**config.mk**
```make
export PLATFORM = sky130hd
export DESIGN_NAME = reg_bank_scan_compare
export DESIGN_NICKNAME = d
export VERILOG_FILES = /design/src/rtl/reg_bank_scan_compare_pkg.sv /design/src/rtl/reg_bank_scan_compare_cmp_sn_nb.sv /design/src/rtl/reg_bank_scan_compare.sv
export SDC_FILE = /design/constraint.sdc
export NUM_CORES = 1
export LEC_CHECK = 0
export CAP_MARGIN = 20
export CORE_MARGIN = 1.5
export CORE_UTILIZATION = 53
export DETAILED_ROUTE_END_ITERATION = 7
export PLACE_DENSITY = 0.75
export SLEW_MARGIN = 15
export SYNTH_ARGS = -nofsm -noshare
export SYNTH_HDL_FRONTEND = slang
export SYNTH_SLANG_ARGS = --single-unit
```
**constraint.sdc**
```tcl
create_clock -name CLK -period 3.04 [get_ports CLK]
set_clock_uncertainty 0.2 [all_clocks]
set_input_delay 0.456 -clock CLK [delete_from_list [all_inputs] [get_ports CLK]]
set_output_delay 0.456 -clock CLK [all_outputs]
set_load 0.05 [all_outputs]
```
**src/rtl/reg_bank_scan_compare_pkg.sv**
```systemverilog
`default_nettype none
// ============================================================================
// Module      : reg_bank_scan_compare_pkg
// Description : Shared scan FSM encoding, CMP bit positions and index-width
//               helper for the register bank / scan compare block.
// Revision    : 1.0 - initial release
// ============================================================================
package reg_bank_scan_compare_pkg;

    typedef enum logic [1:0] {
        ST_IDLE = 2'd0,
        ST_SCAN = 2'd1,
        ST_DONE = 2'd2
    } scan_state_e;

    localparam int CMP_LT = 0;
    localparam int CMP_EQ = 1;
    localparam int CMP_GT = 2;

    // N is at least 2, so a one-bit index is the floor.
    function automatic int idx_width(input int n);
        return (n <= 2) ? 1 : $clog2(n);
    endfunction

endpackage
`default_nettype wire

```
**src/rtl/reg_bank_scan_compare_cmp_sn_nb.sv**
```systemverilog
`default_nettype none
// ============================================================================
// Module      : cmp_sn_nb
// Description : W-bit magnitude comparator, unsigned or two's complement,
//               producing one-hot {gt, eq, lt}.
// Revision    : 1.0 - initial release
// ============================================================================
module cmp_sn_nb
    import reg_bank_scan_compare_pkg::*;
#(
    parameter int W      = 4,
    parameter int SIGNED = 0
) (
    input  logic [W-1:0] i_a,
    input  logic [W-1:0] i_b,
    output logic [2:0]   o_result
);

    logic w_lt;
    logic w_gt;

    generate
        if (SIGNED != 0) begin : g_signed
            assign w_lt = $signed(i_a) < $signed(i_b);
            assign w_gt = $signed(i_a) > $signed(i_b);
        end else begin : g_unsigned
            assign w_lt = i_a < i_b;
            assign w_gt = i_a > i_b;
        end
    endgenerate

    always_comb begin
        o_result         = 3'b000;
        o_result[CMP_LT] = w_lt;
        o_result[CMP_EQ] = (i_a == i_b);
        o_result[CMP_GT] = w_gt;
    end

endmodule
`default_nettype wire

```
**src/rtl/reg_bank_scan_compare.sv**
```systemverilog
`default_nettype none
// ============================================================================
// Module      : reg_bank_scan_compare
// Description : N x W register bank with registered pairwise compare and a
//               START/BUSY/DONE max/min scan engine.
// Revision    : 1.0 - initial release
// ============================================================================
module reg_bank_scan_compare
    import reg_bank_scan_compare_pkg::*;
#(
    parameter int W      = 4,
    parameter int N      = 4,
    parameter int SIGNED = 0,
    parameter int IW     = idx_width(N)
) (
    input  logic          CLK,
    input  logic          CLR,
    input  logic [W-1:0]  DIN,
    input  logic [N-1:0]  LD,
    input  logic [IW-1:0] SEL_A,
    input  logic [IW-1:0] SEL_B,
    input  logic          START,
    output logic [2:0]    CMP,
    output logic          BUSY,
    output logic          DONE,
    output logic [IW-1:0] MAX_IDX,
    output logic [IW-1:0] MIN_IDX,
    output logic [W-1:0]  MAX_VAL,
    output logic [W-1:0]  MIN_VAL
);

    localparam int            c_DEPTH    = 1 << IW;
    localparam logic [IW-1:0] c_LAST_IDX = IW'(N - 1);
    localparam logic [IW-1:0] c_ONE_IDX  = IW'(1);

    logic [W-1:0]  regs_q [N];
    logic [W-1:0]  regs_d [N];
    logic [W-1:0]  w_rd   [c_DEPTH];

    scan_state_e   state_q,   state_d;
    logic [IW-1:0] idx_q,     idx_d;
    logic          busy_q,    busy_d;
    logic          done_q,    done_d;
    logic [2:0]    cmp_q,     cmp_d;
    logic [W-1:0]  max_val_q, max_val_d;
    logic [W-1:0]  min_val_q, min_val_d;
    logic [IW-1:0] max_idx_q, max_idx_d;
    logic [IW-1:0] min_idx_q, min_idx_d;

    logic [W-1:0]  w_rd_a;
    logic [W-1:0]  w_rd_b;
    logic [W-1:0]  w_scan_val;
    logic [2:0]    w_cmp_pair;
    logic [2:0]    w_cmp_max;
    logic [2:0]    w_cmp_min;
    logic          w_unused_cmp;

    // Pad the read array to a power of two so out-of-range selects read zero.
    generate
        for (genvar gi = 0; gi < c_DEPTH; gi++) begin : g_rd
            if (gi < N) begin : g_real
                assign w_rd[gi] = regs_q[gi];
            end else begin : g_pad
                assign w_rd[gi] = '0;
            end
        end
    endgenerate

    assign w_rd_a     = w_rd[SEL_A];
    assign w_rd_b     = w_rd[SEL_B];
    assign w_scan_val = w_rd[idx_q];

    cmp_sn_nb #(.W(W), .SIGNED(SIGNED)) u_cmp_pair (
        .i_a      (w_rd_a),
        .i_b      (w_rd_b),
        .o_result (w_cmp_pair)
    );

    cmp_sn_nb #(.W(W), .SIGNED(SIGNED)) u_cmp_max (
        .i_a      (w_scan_val),
        .i_b      (max_val_q),
        .o_result (w_cmp_max)
    );

    cmp_sn_nb #(.W(W), .SIGNED(SIGNED)) u_cmp_min (
        .i_a      (w_scan_val),
        .i_b      (min_val_q),
        .o_result (w_cmp_min)
    );

    // Scan updates need only strict GT / strict LT; the rest is unused.
    assign w_unused_cmp = ^{w_cmp_max[CMP_EQ], w_cmp_max[CMP_LT],
                            w_cmp_min[CMP_EQ], w_cmp_min[CMP_GT]};

    always_comb begin
        for (int i = 0; i < N; i++) begin
            regs_d[i] = regs_q[i];
            if (LD[i] && !busy_q) begin
                regs_d[i] = DIN;
            end
        end
    end

    assign cmp_d = w_cmp_pair;

    always_comb begin
        state_d   = state_q;
        idx_d     = idx_q;
        busy_d    = busy_q;
        done_d    = 1'b0;
        max_val_d = max_val_q;
        min_val_d = min_val_q;
        max_idx_d = max_idx_q;
        min_idx_d = min_idx_q;
        case (state_q)
            ST_IDLE: begin
                if (START) begin
                    // Initialise from pre-load REG[0]; a same-edge load is not seen here.
                    state_d   = ST_SCAN;
                    busy_d    = 1'b1;
                    idx_d     = c_ONE_IDX;
                    max_val_d = regs_q[0];
                    min_val_d = regs_q[0];
                    max_idx_d = '0;
                    min_idx_d = '0;
                end
            end
            ST_SCAN: begin
                if (w_cmp_max[CMP_GT]) begin
                    max_val_d = w_scan_val;
                    max_idx_d = idx_q;
                end
                if (w_cmp_min[CMP_LT]) begin
                    min_val_d = w_scan_val;
                    min_idx_d = idx_q;
                end
                idx_d = idx_q + c_ONE_IDX;
                if (idx_q == c_LAST_IDX) begin
                    state_d = ST_DONE;
                    busy_d  = 1'b0;
                    done_d  = 1'b1;
                    idx_d   = '0;
                end
            end
            ST_DONE: begin
                state_d = ST_IDLE;
            end
            default: begin
                state_d = ST_IDLE;
                busy_d  = 1'b0;
                idx_d   = '0;
            end
        endcase
    end

    always_ff @(posedge CLK or posedge CLR) begin
        if (CLR) begin
            for (int i = 0; i < N; i++) begin
                regs_q[i] <= '0;
            end
            state_q   <= ST_IDLE;
            idx_q     <= '0;
            busy_q    <= 1'b0;
            done_q    <= 1'b0;
            cmp_q     <= 3'b000;
            max_val_q <= '0;
            min_val_q <= '0;
            max_idx_q <= '0;
            min_idx_q <= '0;
        end else begin
            for (int i = 0; i < N; i++) begin
                regs_q[i] <= regs_d[i];
            end
            state_q   <= state_d;
            idx_q     <= idx_d;
            busy_q    <= busy_d;
            done_q    <= done_d;
            cmp_q     <= cmp_d;
            max_val_q <= max_val_d;
            min_val_q <= min_val_d;
            max_idx_q <= max_idx_d;
            min_idx_q <= min_idx_d;
        end
    end

    assign CMP     = cmp_q;
    assign BUSY    = busy_q;
    assign DONE    = done_q;
    assign MAX_IDX = max_idx_q;
    assign MIN_IDX = min_idx_q;
    assign MAX_VAL = max_val_q;
    assign MIN_VAL = min_val_q;

endmodule
`default_nettype wire

```
* Word level (Yosys, flattened, before mapping)
Index checks and enable logic that the tools add are counted.
Operators by class: add/subtract/negate cells 1, order comparisons 7, equal/unequal tests 8, mux-type cells 29, bitwise gates (word level) 4, reduce and logical (&&, ||, !) cells 12
Operators by type and width (number):
- $mux 4 | 9
- $bmux 4 s2 | 3
- $pmux 4 s2 | 2
- $mux 2 | 6
- $pmux 2 s2 | 3
- $ge 3x3->1 const B | 3
- $not 2->3 | 3
- $reduce_and 3->1 | 3
- $gt 4x4->1 | 2
- $lt 4x4->1 | 2
- $pmux 2 s3 | 1
- $eq 2x2->1 const B | 2
- $eq 4x4->1 | 1
- $logic_and 1x1->1 | 4
- $mux 1 | 4
- $ne 2x1->1 const B | 2
- $ne 2x2->1 const B | 2
- $reduce_and 2->1 | 2
- $pmux 1 s3 | 1
- $add 2x1->2 const B | 1
- $eq 2x1->1 const B | 1
- $logic_not 2->1 | 1
- $reduce_bool 2->1 | 1
- $logic_not 1->1 | 1
- $not 1->1 | 1
Storage, ports and cells: flip-flop bits (word level) 37, input port bits 15, output and inout port bits 17, logic and storage cells 74

* Depth between registers and ports, before layout
Gate-level depths: netlist of the first run.
word-level depth 7, mapped depth 9, gate-level depth less buffers 8

* Hierarchy
A second synthesis of the first run with hierarchy kept.
Unflattened totals: cell total of the unflattened synthesis 205, area, all modules 2316.0 um^2
Modules (own cells, without submodules):
- reg_bank_scan_compare | times used 1, cells an instance 151, area each 1884.3 um^2, sequential area each 925.9 um^2
- cmp_sn_nb | times used 3, cells an instance 18, area each 143.9 um^2, sequential area each 0.0 um^2

* Least setup slack after synthesis of the first run
No wires, ideal clock.
kind flip-flop to flip-flop, from register idx_q[0], to register max_idx_q[0] (netlist: MAX_IDX[0]), library setup time 125 ps, arrival time 2378 ps, data required time 2715 ps, setup slack 337 ps, stages on the path, launching flop included 9, path buffers 1, period minus slack after synthesis 2703 ps, cells stage by stage dfrtp_1 buf_6 mux4_1 ha_1 o21ai_0 a21oi_1 o211ai_1 a21oi_1 mux2_2
On the way: word-level cells in the longest chain between the ends 7, elaborated cells on any way between the ends 9, those cells by class order compare (1); eq/ne (1); mux (5); bitwise (1); reduce/logical (1)
Ends and longest elaborated chain:
- from (decl) | RTL line reg_bank_scan_compare.sv:41 | logic [IW-1:0] idx_q, idx_d;
- from (signal assigned) | RTL line reg_bank_scan_compare.sv:175 | idx_q <= idx_d;
- $not 2->3 (implied by the code) | RTL line reg_bank_scan_compare.sv:71 | assign w_scan_val = w_rd[idx_q];
- $bmux 4 s2 | RTL line reg_bank_scan_compare.sv:71
- $mux 4 (implied by the code) (2 in a row) | RTL line reg_bank_scan_compare.sv:71
- $gt 4x4->1 | RTL line reg_bank_scan_compare_cmp_sn_nb.sv:28 | assign w_gt = i_a > i_b;
- $ne 2x1->1 (no source line)
- $reduce_and 3->1 (no source line)
- to (signal assigned) | RTL line reg_bank_scan_compare.sv:181 | max_idx_q <= max_idx_d;
- to (decl) | RTL line reg_bank_scan_compare.sv:47 | logic [IW-1:0] max_idx_q, max_idx_d;
Several ways; a longest one is shown, not always the timed one. The select of a mux whose other input is x is not followed. A chain may end at the register's enable or synchronous reset.

* Final worst setup path of the first run
from register idx_q[0], to register max_val_q[2] (netlist: MAX_VAL[2])
On the way: word-level cells in the longest chain between the ends 7, elaborated cells on any way between the ends 9, those cells by class order compare (1); eq/ne (1); mux (5); bitwise (1); reduce/logical (1)
Ends and longest elaborated chain:
- $not 2->3 (implied by the code) * | RTL line reg_bank_scan_compare.sv:71
- $bmux 4 s2 * | RTL line reg_bank_scan_compare.sv:71
- $mux 4 (implied by the code) * (2 in a row) | RTL line reg_bank_scan_compare.sv:71
- $gt 4x4->1 | RTL line reg_bank_scan_compare_cmp_sn_nb.sv:28
- $ne 2x1->1 (no source line)
- $reduce_and 3->1 (no source line)
- to (signal assigned) | RTL line reg_bank_scan_compare.sv:179 | max_val_q <= max_val_d;
- to (decl) | RTL line reg_bank_scan_compare.sv:45 | logic [W-1:0] max_val_q, max_val_d;
Mark *: on every way between the ends. The rest lies on a longest branch, timed or not. The select of a mux whose other input is x is not followed.

==> metrics.txt, run 1 <==
# TYPE chip_impl_metric gauge
chip_impl_metric{name="grt_usage",unit=""} 0.225
chip_impl_metric{name="synth_seq_area_share",unit=""} 0.453
chip_impl_metric{name="post_cts_setup_repair_buffer_count",unit=""} 0
chip_impl_metric{name="start_util",unit=""} 0.554
chip_impl_metric{name="max_freq",unit="GHz"} 0.364
chip_impl_metric{name="drv_cap",unit=""} 0
chip_impl_metric{name="finalCriticalPeriod",unit="ps"} 2740
chip_impl_metric{name="clk_pin_slew",unit="ps"} 80
chip_impl_metric{name="clock_insertion_delay_worst_skew",unit="ps"} 290
chip_impl_metric{name="syn_to_final_growth",unit="%"} 22.2
chip_impl_info{name="clock_tree.root_cell",value="clkbuf_8"} 1
chip_impl_metric{name="mux_cell_area_share_after_synthesis",unit=""} 0.292
chip_impl_metric{name="number_of_antenna_violating_nets_in_the_routed_design",unit=""} 0
chip_impl_metric{name="netlist-cell-type-count",unit=""} 25
chip_impl_metric{name="cp.buffers_inverters",unit=""} 1
chip_impl_info{name="synth_top_family_by_area",value="multiplexers"} 1
chip_impl_info{name="crit_path_end_kind",value="flop"} 1
chip_impl_info{name="grt-busiest-layer",value="met2"} 1
chip_impl_metric{name="critical_path.max_fanout",unit=""} 8
chip_impl_metric{name="use_met2",unit=""} 0.374
chip_impl_metric{name="numPortBuffers",unit=""} 31
chip_impl_metric{name="grt_pass1_vias",unit=""} 1507
chip_impl_metric{name="synth-seq-cells",unit=""} 37
chip_impl_info{name="cpMaxStageDelayCell",value="mux4_1"} 1
chip_impl_metric{name="netlist_instances",unit=""} 161
chip_impl_info{name="yosysTopAreaCell",value="dfrtp_1"} 1
chip_impl_metric{name="post_synth_fa_ha_maj_area_fraction",unit=""} 0.0734
chip_impl_metric{name="synth_area",unit="mm²"} 0.00204
chip_impl_info{name="startpoint_type",value="flop"} 1
chip_impl_metric{name="place_hpwl",unit="µm"} 3000
chip_impl_metric{name="synthesis_warnings",unit=""} 0
chip_impl_metric{name="setup_viol_count_final",unit=""} 0
chip_impl_metric{name="antenna_violations_before_repair",unit=""} 0
chip_impl_info{name="worstReg2RegStart",value="idx_q[0]"} 1
chip_impl_info{name="final_common_cell",value="dfrtp_1"} 1
chip_impl_metric{name="detailed_routing_iteration_count_for_the_pre_antenna_repair_pass",unit=""} 4
chip_impl_metric{name="dieHeight",unit="µm"} 65.1
chip_impl_metric{name="cts_sinks",unit=""} 37
chip_impl_info{name="rsz0062_at_grt",value="no"} 1
chip_impl_metric{name="worstPathArrival",unit="ps"} 2720
chip_impl_metric{name="antenna_cells",unit=""} 0
chip_impl_metric{name="fp.coreArea",unit="mm²"} 0.00369
chip_impl_metric{name="cts_resized",unit=""} 0
chip_impl_info{name="crit_path_frequent_cell",value="a21oi_1"} 1
chip_impl_info{name="crit_path_cell_trace",value="mux4_1 -> ha_1 -> o21ai_0 -> a21oi_1 -> o211ai_1 -> a21oi_1 -> buf_4 -> mux2_2"} 1
chip_impl_metric{name="reg2reg_depth",unit=""} 8
chip_impl_info{name="hold_path_class",value="flop to flop"} 1
chip_impl_metric{name="grt.met3_usage",unit=""} 0.0565
chip_impl_metric{name="layout.filler_cells",unit=""} 288
chip_impl_metric{name="cts_buffers",unit=""} 5
chip_impl_metric{name="cts_hold_repair.buffers",unit=""} 0
chip_impl_metric{name="drive_gt1_frac",unit=""} 0.261
chip_impl_metric{name="fin_tns_setup",unit="ps"} 0
chip_impl_metric{name="boundary_pins",unit=""} 32
chip_impl_metric{name="fin_crit_sh",unit=""} 0.903
chip_impl_metric{name="drt_iter0_drc",unit=""} 51
chip_impl_metric{name="yosysTopAreaCellShare",unit=""} 0.453
chip_impl_metric{name="final_hold_viol_count",unit=""} 0
chip_impl_info{name="cpLargestDelayFamily",value="multiplexers"} 1
chip_impl_metric{name="vias",unit=""} 1340
chip_impl_metric{name="worstMarginPinSlew",unit="ps"} 535
chip_impl_info{name="outcome",value="finished, final reports clean"} 1
chip_impl_info{name="cts_tree",value="yes"} 1
chip_impl_info{name="critical_path.endpoint",value="MAX_VAL[2]"} 1
chip_impl_metric{name="report.final.slew_viol_count",unit=""} 0
chip_impl_metric{name="relSlewSlack",unit=""} 0.643
chip_impl_metric{name="postSynthAreaPerCell",unit="µm²"} 12.7
chip_impl_metric{name="timing.critical_path.required",unit="ps"} 3020
chip_impl_metric{name="drc",unit=""} 0
chip_impl_metric{name="clock_path_buffers",unit=""} 2
chip_impl_metric{name="synth_simple_gate_area_frac",unit=""} 0.105
chip_impl_metric{name="rows",unit=""} 22
chip_impl_metric{name="synth-xor-area-share",unit=""} 0
chip_impl_metric{name="chipWidth",unit="µm"} 65.1
chip_impl_metric{name="ff2ff_setup_slack",unit="ps"} 300
chip_impl_metric{name="route.detailed.vias_per_inst",unit=""} 5.43
chip_impl_metric{name="gp_congestion",unit=""} 0.852
chip_impl_metric{name="mappedNetlistNets",unit=""} 188
chip_impl_metric{name="cts-htree-levels",unit=""} 2
chip_impl_info{name="main_area_contributors_after_synthesis",value="dfrtp_1 (45%), mux2_2 (15%), mux4_2 (9.9%)"} 1
chip_impl_metric{name="die_area",unit="mm²"} 0.00424
chip_impl_info{name="critPathKind",value="flop to flop"} 1
chip_impl_metric{name="grt.met1_usage",unit=""} 0.281
chip_impl_metric{name="post_drt_wl_per_cell",unit="µm"} 15.9
chip_impl_metric{name="crit_cells",unit=""} 8
chip_impl_metric{name="gr-total-overflow",unit=""} 0
chip_impl_metric{name="layout.nets",unit=""} 225
chip_impl_info{name="critPathLaunch",value="idx_q[0]"} 1
chip_impl_metric{name="grt_max_degree",unit=""} 38
chip_impl_metric{name="detail_route.wirelength",unit="µm"} 3930
chip_impl_metric{name="grt_first_pass_wirelength",unit="µm"} 7110
chip_impl_info{name="final_cell_mix",value="dfrtp_1 (36), clkdlybuf4s50_1 (31), mux2_2 (28), nand2_1 (15), inv_1 (13)"} 1
chip_impl_metric{name="synth_compound_area_frac",unit=""} 0.0422
chip_impl_metric{name="cpPeakStageDelay",unit="ps"} 640
chip_impl_info{name="worstReg2RegEnd",value="MAX_VAL[2]"} 1
==> cell families after synthesis <==
group	count (synthesis)
flops	37
fa+ha+maj	12
buf+inv	17
mux	40
simple gates	41
compound gates	14
==> layout make-up <==
class                   count  area [µm²]  share of cell area
clock buffers               6        72.6              0.0290
clock inverters             2        10.0             0.00401
inverters                  13        48.8              0.0195
multi-input cells         107        1050               0.419
flip-flops and latches     37         927               0.371
well taps                  48        60.1              0.0240
repair buffers             34         333               0.133
==> metrics by stage <==
stage	setup slack, ps	util	area [µm²]	hold slack, ps	cells
4_1_cts	192	0.677	2500	313	247
6_report	296	0.677	2500	312	247
5_1_grt	85.2	0.677	2500	342	247
2_1_floorplan	337	-	2040	290	161
3_3_place_gp	255	0.655	2410	286	239
3_5_place_dp	168	0.655	2410	296	239
==> per-layer routing <==
metal,part of all wire,vias to the layer above
li1,-,649
met3,0.038,2
met4,0.0046,0
met5,0,-
met2,0.51,34
met1,0.44,655
==> state kept, by name, summed over array words and instances (netlist names) <==
name,flops
MAX_IDX,2
MIN_VAL,4
DONE,1
BUSY,1
idx_q,2
state_q,2
MIN_IDX,2
regs_q,16
CMP,3
MAX_VAL,4
==> worst reg2reg max path: stages, from the launching register on <==
cell and delay (ps):
dfrtp_2 470, mux4_1 640, ha_1 320, o21ai_0 80, a21oi_1 130, o211ai_1 110
a21oi_1 170, buf_4 170, mux2_2 340
==> cell usage after synthesis <==
cell      count
ha_1         12
dfrtp_1      37
o21ai_2       1
a21oi_2       1
a21oi_1       6
nand4_1       1
nand2b_1      8
clkbuf_1      3
mux4_1        3
nand3b_1      1
nor3_1        1
and2_1        3
nor2b_1       5
or3_2         1
o32ai_1       1
and2_2        1
o21ai_0       3
mux4_2        9
inv_1        13
and4_1        1
o211ai_1      2
mux2_2       28
buf_6         1
nor2_1        4
nand2_1      15
==> how the worst min path moves through the flow <==
| stage | end | start | depth (start not counted) |
|---|---|---|---|
| floorplan | regs_q[13] | regs_q[13] | 2 |
| global placement | MIN_IDX[1] | MIN_IDX[1] | 1 |
| detailed placement | MAX_IDX[1] | MAX_IDX[1] | 1 |
| CTS | MAX_IDX[1] | MAX_IDX[1] | 1 |
| global route | MIN_IDX[1] | MIN_IDX[1] | 1 |
| finish | MAX_IDX[1] | MAX_IDX[1] | 1 |
Power of run 1 is not shown: default switching activity piles up to over one toggle a cycle in this logic, so the estimate is an artifact.
==> inputs of run 2 (changes only) <==
==> constraint.sdc (replaced) <==
create_clock -name CLK -period 3.04 [get_ports CLK]
set_clock_uncertainty 0.2 [all_clocks]
set_input_delay 0.608 -clock CLK [delete_from_list [all_inputs] [get_ports CLK]]
set_output_delay 0.608 -clock CLK [all_outputs]
set_load 0.05 [all_outputs]
==> run 2 against run 1 <==
Net effect: register-to-register slack got worse by 160 ps; via count rose by 3.1%; critical path type unchanged; non-clock buffer count increased by 2; highest routed layer unchanged; count of clock-buffer cells in the layout unchanged; critical endpoint is now MAX_VAL[0]; critical path depth unchanged; global-route usage is 0.11 points higher; sequential cell count stayed put.
==> metrics.txt, run 2 (synthesized netlist as in run 1, its figures left out) <==
# TYPE chip_impl_metric gauge
chip_impl_metric{name="antenna_violations_before_repair",unit=""} 0
chip_impl_metric{name="clock_path_buffers",unit=""} 2
chip_impl_metric{name="vias",unit=""} 1382
chip_impl_metric{name="cts_buffers",unit=""} 5
chip_impl_metric{name="syn_to_final_growth",unit="%"} 22.9
chip_impl_metric{name="detail_route.wirelength",unit="µm"} 4010
chip_impl_metric{name="cts-htree-levels",unit=""} 2
chip_impl_metric{name="layout.nets",unit=""} 227
chip_impl_info{name="critPathKind",value="flop to flop"} 1
chip_impl_metric{name="drive_gt1_frac",unit=""} 0.264
chip_impl_metric{name="post_cts_setup_repair_buffer_count",unit=""} 0
chip_impl_metric{name="worst_hold_margin",unit="ps"} 312
chip_impl_metric{name="largest_register_ff_count",unit=""} 16
chip_impl_metric{name="grt_first_pass_wirelength",unit="µm"} 7190
chip_impl_metric{name="numPortBuffers",unit=""} 31
chip_impl_metric{name="fin_tns_setup",unit="ps"} 0
chip_impl_info{name="outcome",value="finished, final reports clean"} 1
chip_impl_metric{name="fp.coreArea",unit="mm²"} 0.00369
chip_impl_metric{name="drc",unit=""} 0
chip_impl_metric{name="rows",unit=""} 22
chip_impl_info{name="clock_tree.root_cell",value="clkbuf_8"} 1
chip_impl_metric{name="report.final.slew_viol_count",unit=""} 0
chip_impl_metric{name="post_drt_wl_per_cell",unit="µm"} 16.1
chip_impl_info{name="rsz0062_at_grt",value="no"} 1
chip_impl_metric{name="clk_pin_slew",unit="ps"} 80
chip_impl_metric{name="grt_pass1_vias",unit=""} 1505
chip_impl_info{name="startpoint_type",value="flop"} 1
chip_impl_metric{name="worstPathArrival",unit="ps"} 2880
chip_impl_metric{name="cts_sinks",unit=""} 37
chip_impl_info{name="crit_path_end_kind",value="flop"} 1
chip_impl_info{name="cts_tree",value="yes"} 1
chip_impl_info{name="final_common_cell",value="dfrtp_1"} 1
chip_impl_metric{name="detailed_routing_iteration_count_for_the_pre_antenna_repair_pass",unit=""} 4
chip_impl_metric{name="number_of_antenna_violating_nets_in_the_routed_design",unit=""} 0
chip_impl_metric{name="drt_iter0_drc",unit=""} 53
chip_impl_metric{name="worstMarginPinSlew",unit="ps"} 527
chip_impl_metric{name="drv_cap",unit=""} 0
chip_impl_metric{name="place_hpwl",unit="µm"} 3080
chip_impl_metric{name="route.detailed.vias_per_inst",unit=""} 5.55
chip_impl_metric{name="fin_crit_sh",unit=""} 0.957
chip_impl_metric{name="grt_max_degree",unit=""} 38
chip_impl_info{name="registers.top_by_ff_count",value="regs_q"} 1
chip_impl_metric{name="gr-total-overflow",unit=""} 0
chip_impl_metric{name="chipWidth",unit="µm"} 65.1
chip_impl_metric{name="finalCriticalPeriod",unit="ps"} 2910
chip_impl_metric{name="grt_usage",unit=""} 0.226
chip_impl_metric{name="final_hold_viol_count",unit=""} 0
chip_impl_info{name="hold_path_class",value="flop to flop"} 1
chip_impl_metric{name="start_util",unit=""} 0.554
chip_impl_metric{name="gp_congestion",unit=""} 0.890
chip_impl_metric{name="die_area",unit="mm²"} 0.00424
chip_impl_metric{name="cts_hold_repair.buffers",unit=""} 0
chip_impl_metric{name="boundary_pins",unit=""} 32
chip_impl_metric{name="clock_insertion_delay_worst_skew",unit="ps"} 290
chip_impl_metric{name="dieHeight",unit="µm"} 65.1
chip_impl_metric{name="setup_viol_count_final",unit=""} 0
chip_impl_metric{name="cts_resized",unit=""} 0
chip_impl_metric{name="max_freq",unit="GHz"} 0.344
chip_impl_metric{name="critical_path.max_fanout",unit=""} 8
chip_impl_metric{name="relSlewSlack",unit=""} 0.648
chip_impl_metric{name="timing.critical_path.required",unit="ps"} 3010
chip_impl_info{name="final_cell_mix",value="dfrtp_1 (37), clkdlybuf4s50_1 (31), mux2_2 (28), nand2_1 (15), inv_1 (13)"} 1
chip_impl_metric{name="antenna_cells",unit=""} 0
[run 2: layout make-up]
class,instances,area (µm²)
clock buffers,6,72.6
clock inverters,2,10.0
fillers,291,1180
inverters,13,48.8
multi-input cells,107,1050
flip-flops and latches,37,926
well taps,48,60.1
repair buffers,36,348
[run 2: path summary, 6_finish.rpt]
kind	startpoint	to	slack, ps	cells after the start
worst max-delay path	idx_q[0]	MAX_VAL[0]	130	8
worst min-delay path	MIN_IDX[1]	MIN_IDX[1]	310	1
worst max register to register	idx_q[0]	MAX_VAL[0]	130	8
worst min register to register	MIN_IDX[1]	MIN_IDX[1]	310	1
max in group asynchronous	CLR	regs_q[12]	1790	3
min in group asynchronous	CLR	BUSY	520	3
[run 2: layer usage]
layer	wire length [µm]	track usage	part of all wire
met5	0	0	0
met4	85	0.0833	0.021
met3	164	0.0548	0.041
met2	2000	0.381	0.50
met1	1760	0.284	0.44
[run 2: worst max-delay path: stages (launching register included)]
cell and delay [ps]:
dfrtp_1 550, mux4_1 680, ha_1 340, nand2b_1 60, a21oi_1 180, o211ai_1 100
a21oi_1 170, buf_4 170, mux2_2 330
[run 2: stage by stage]
stage / cell area (µm²) / cells / setup slack (ps) / utilization
6_report: 2510 / 249 / 131 / 0.681
5_1_grt: 2510 / 249 / 18.5 / 0.681
4_1_cts: 2510 / 249 / 144 / 0.681
3_5_place_dp: 2430 / 241 / 147 / 0.659
3_3_place_gp: 2430 / 241 / 225 / 0.659
2_1_floorplan: 2040 / 161 / 337 / -
Power of run 2 is left out for the same reason.
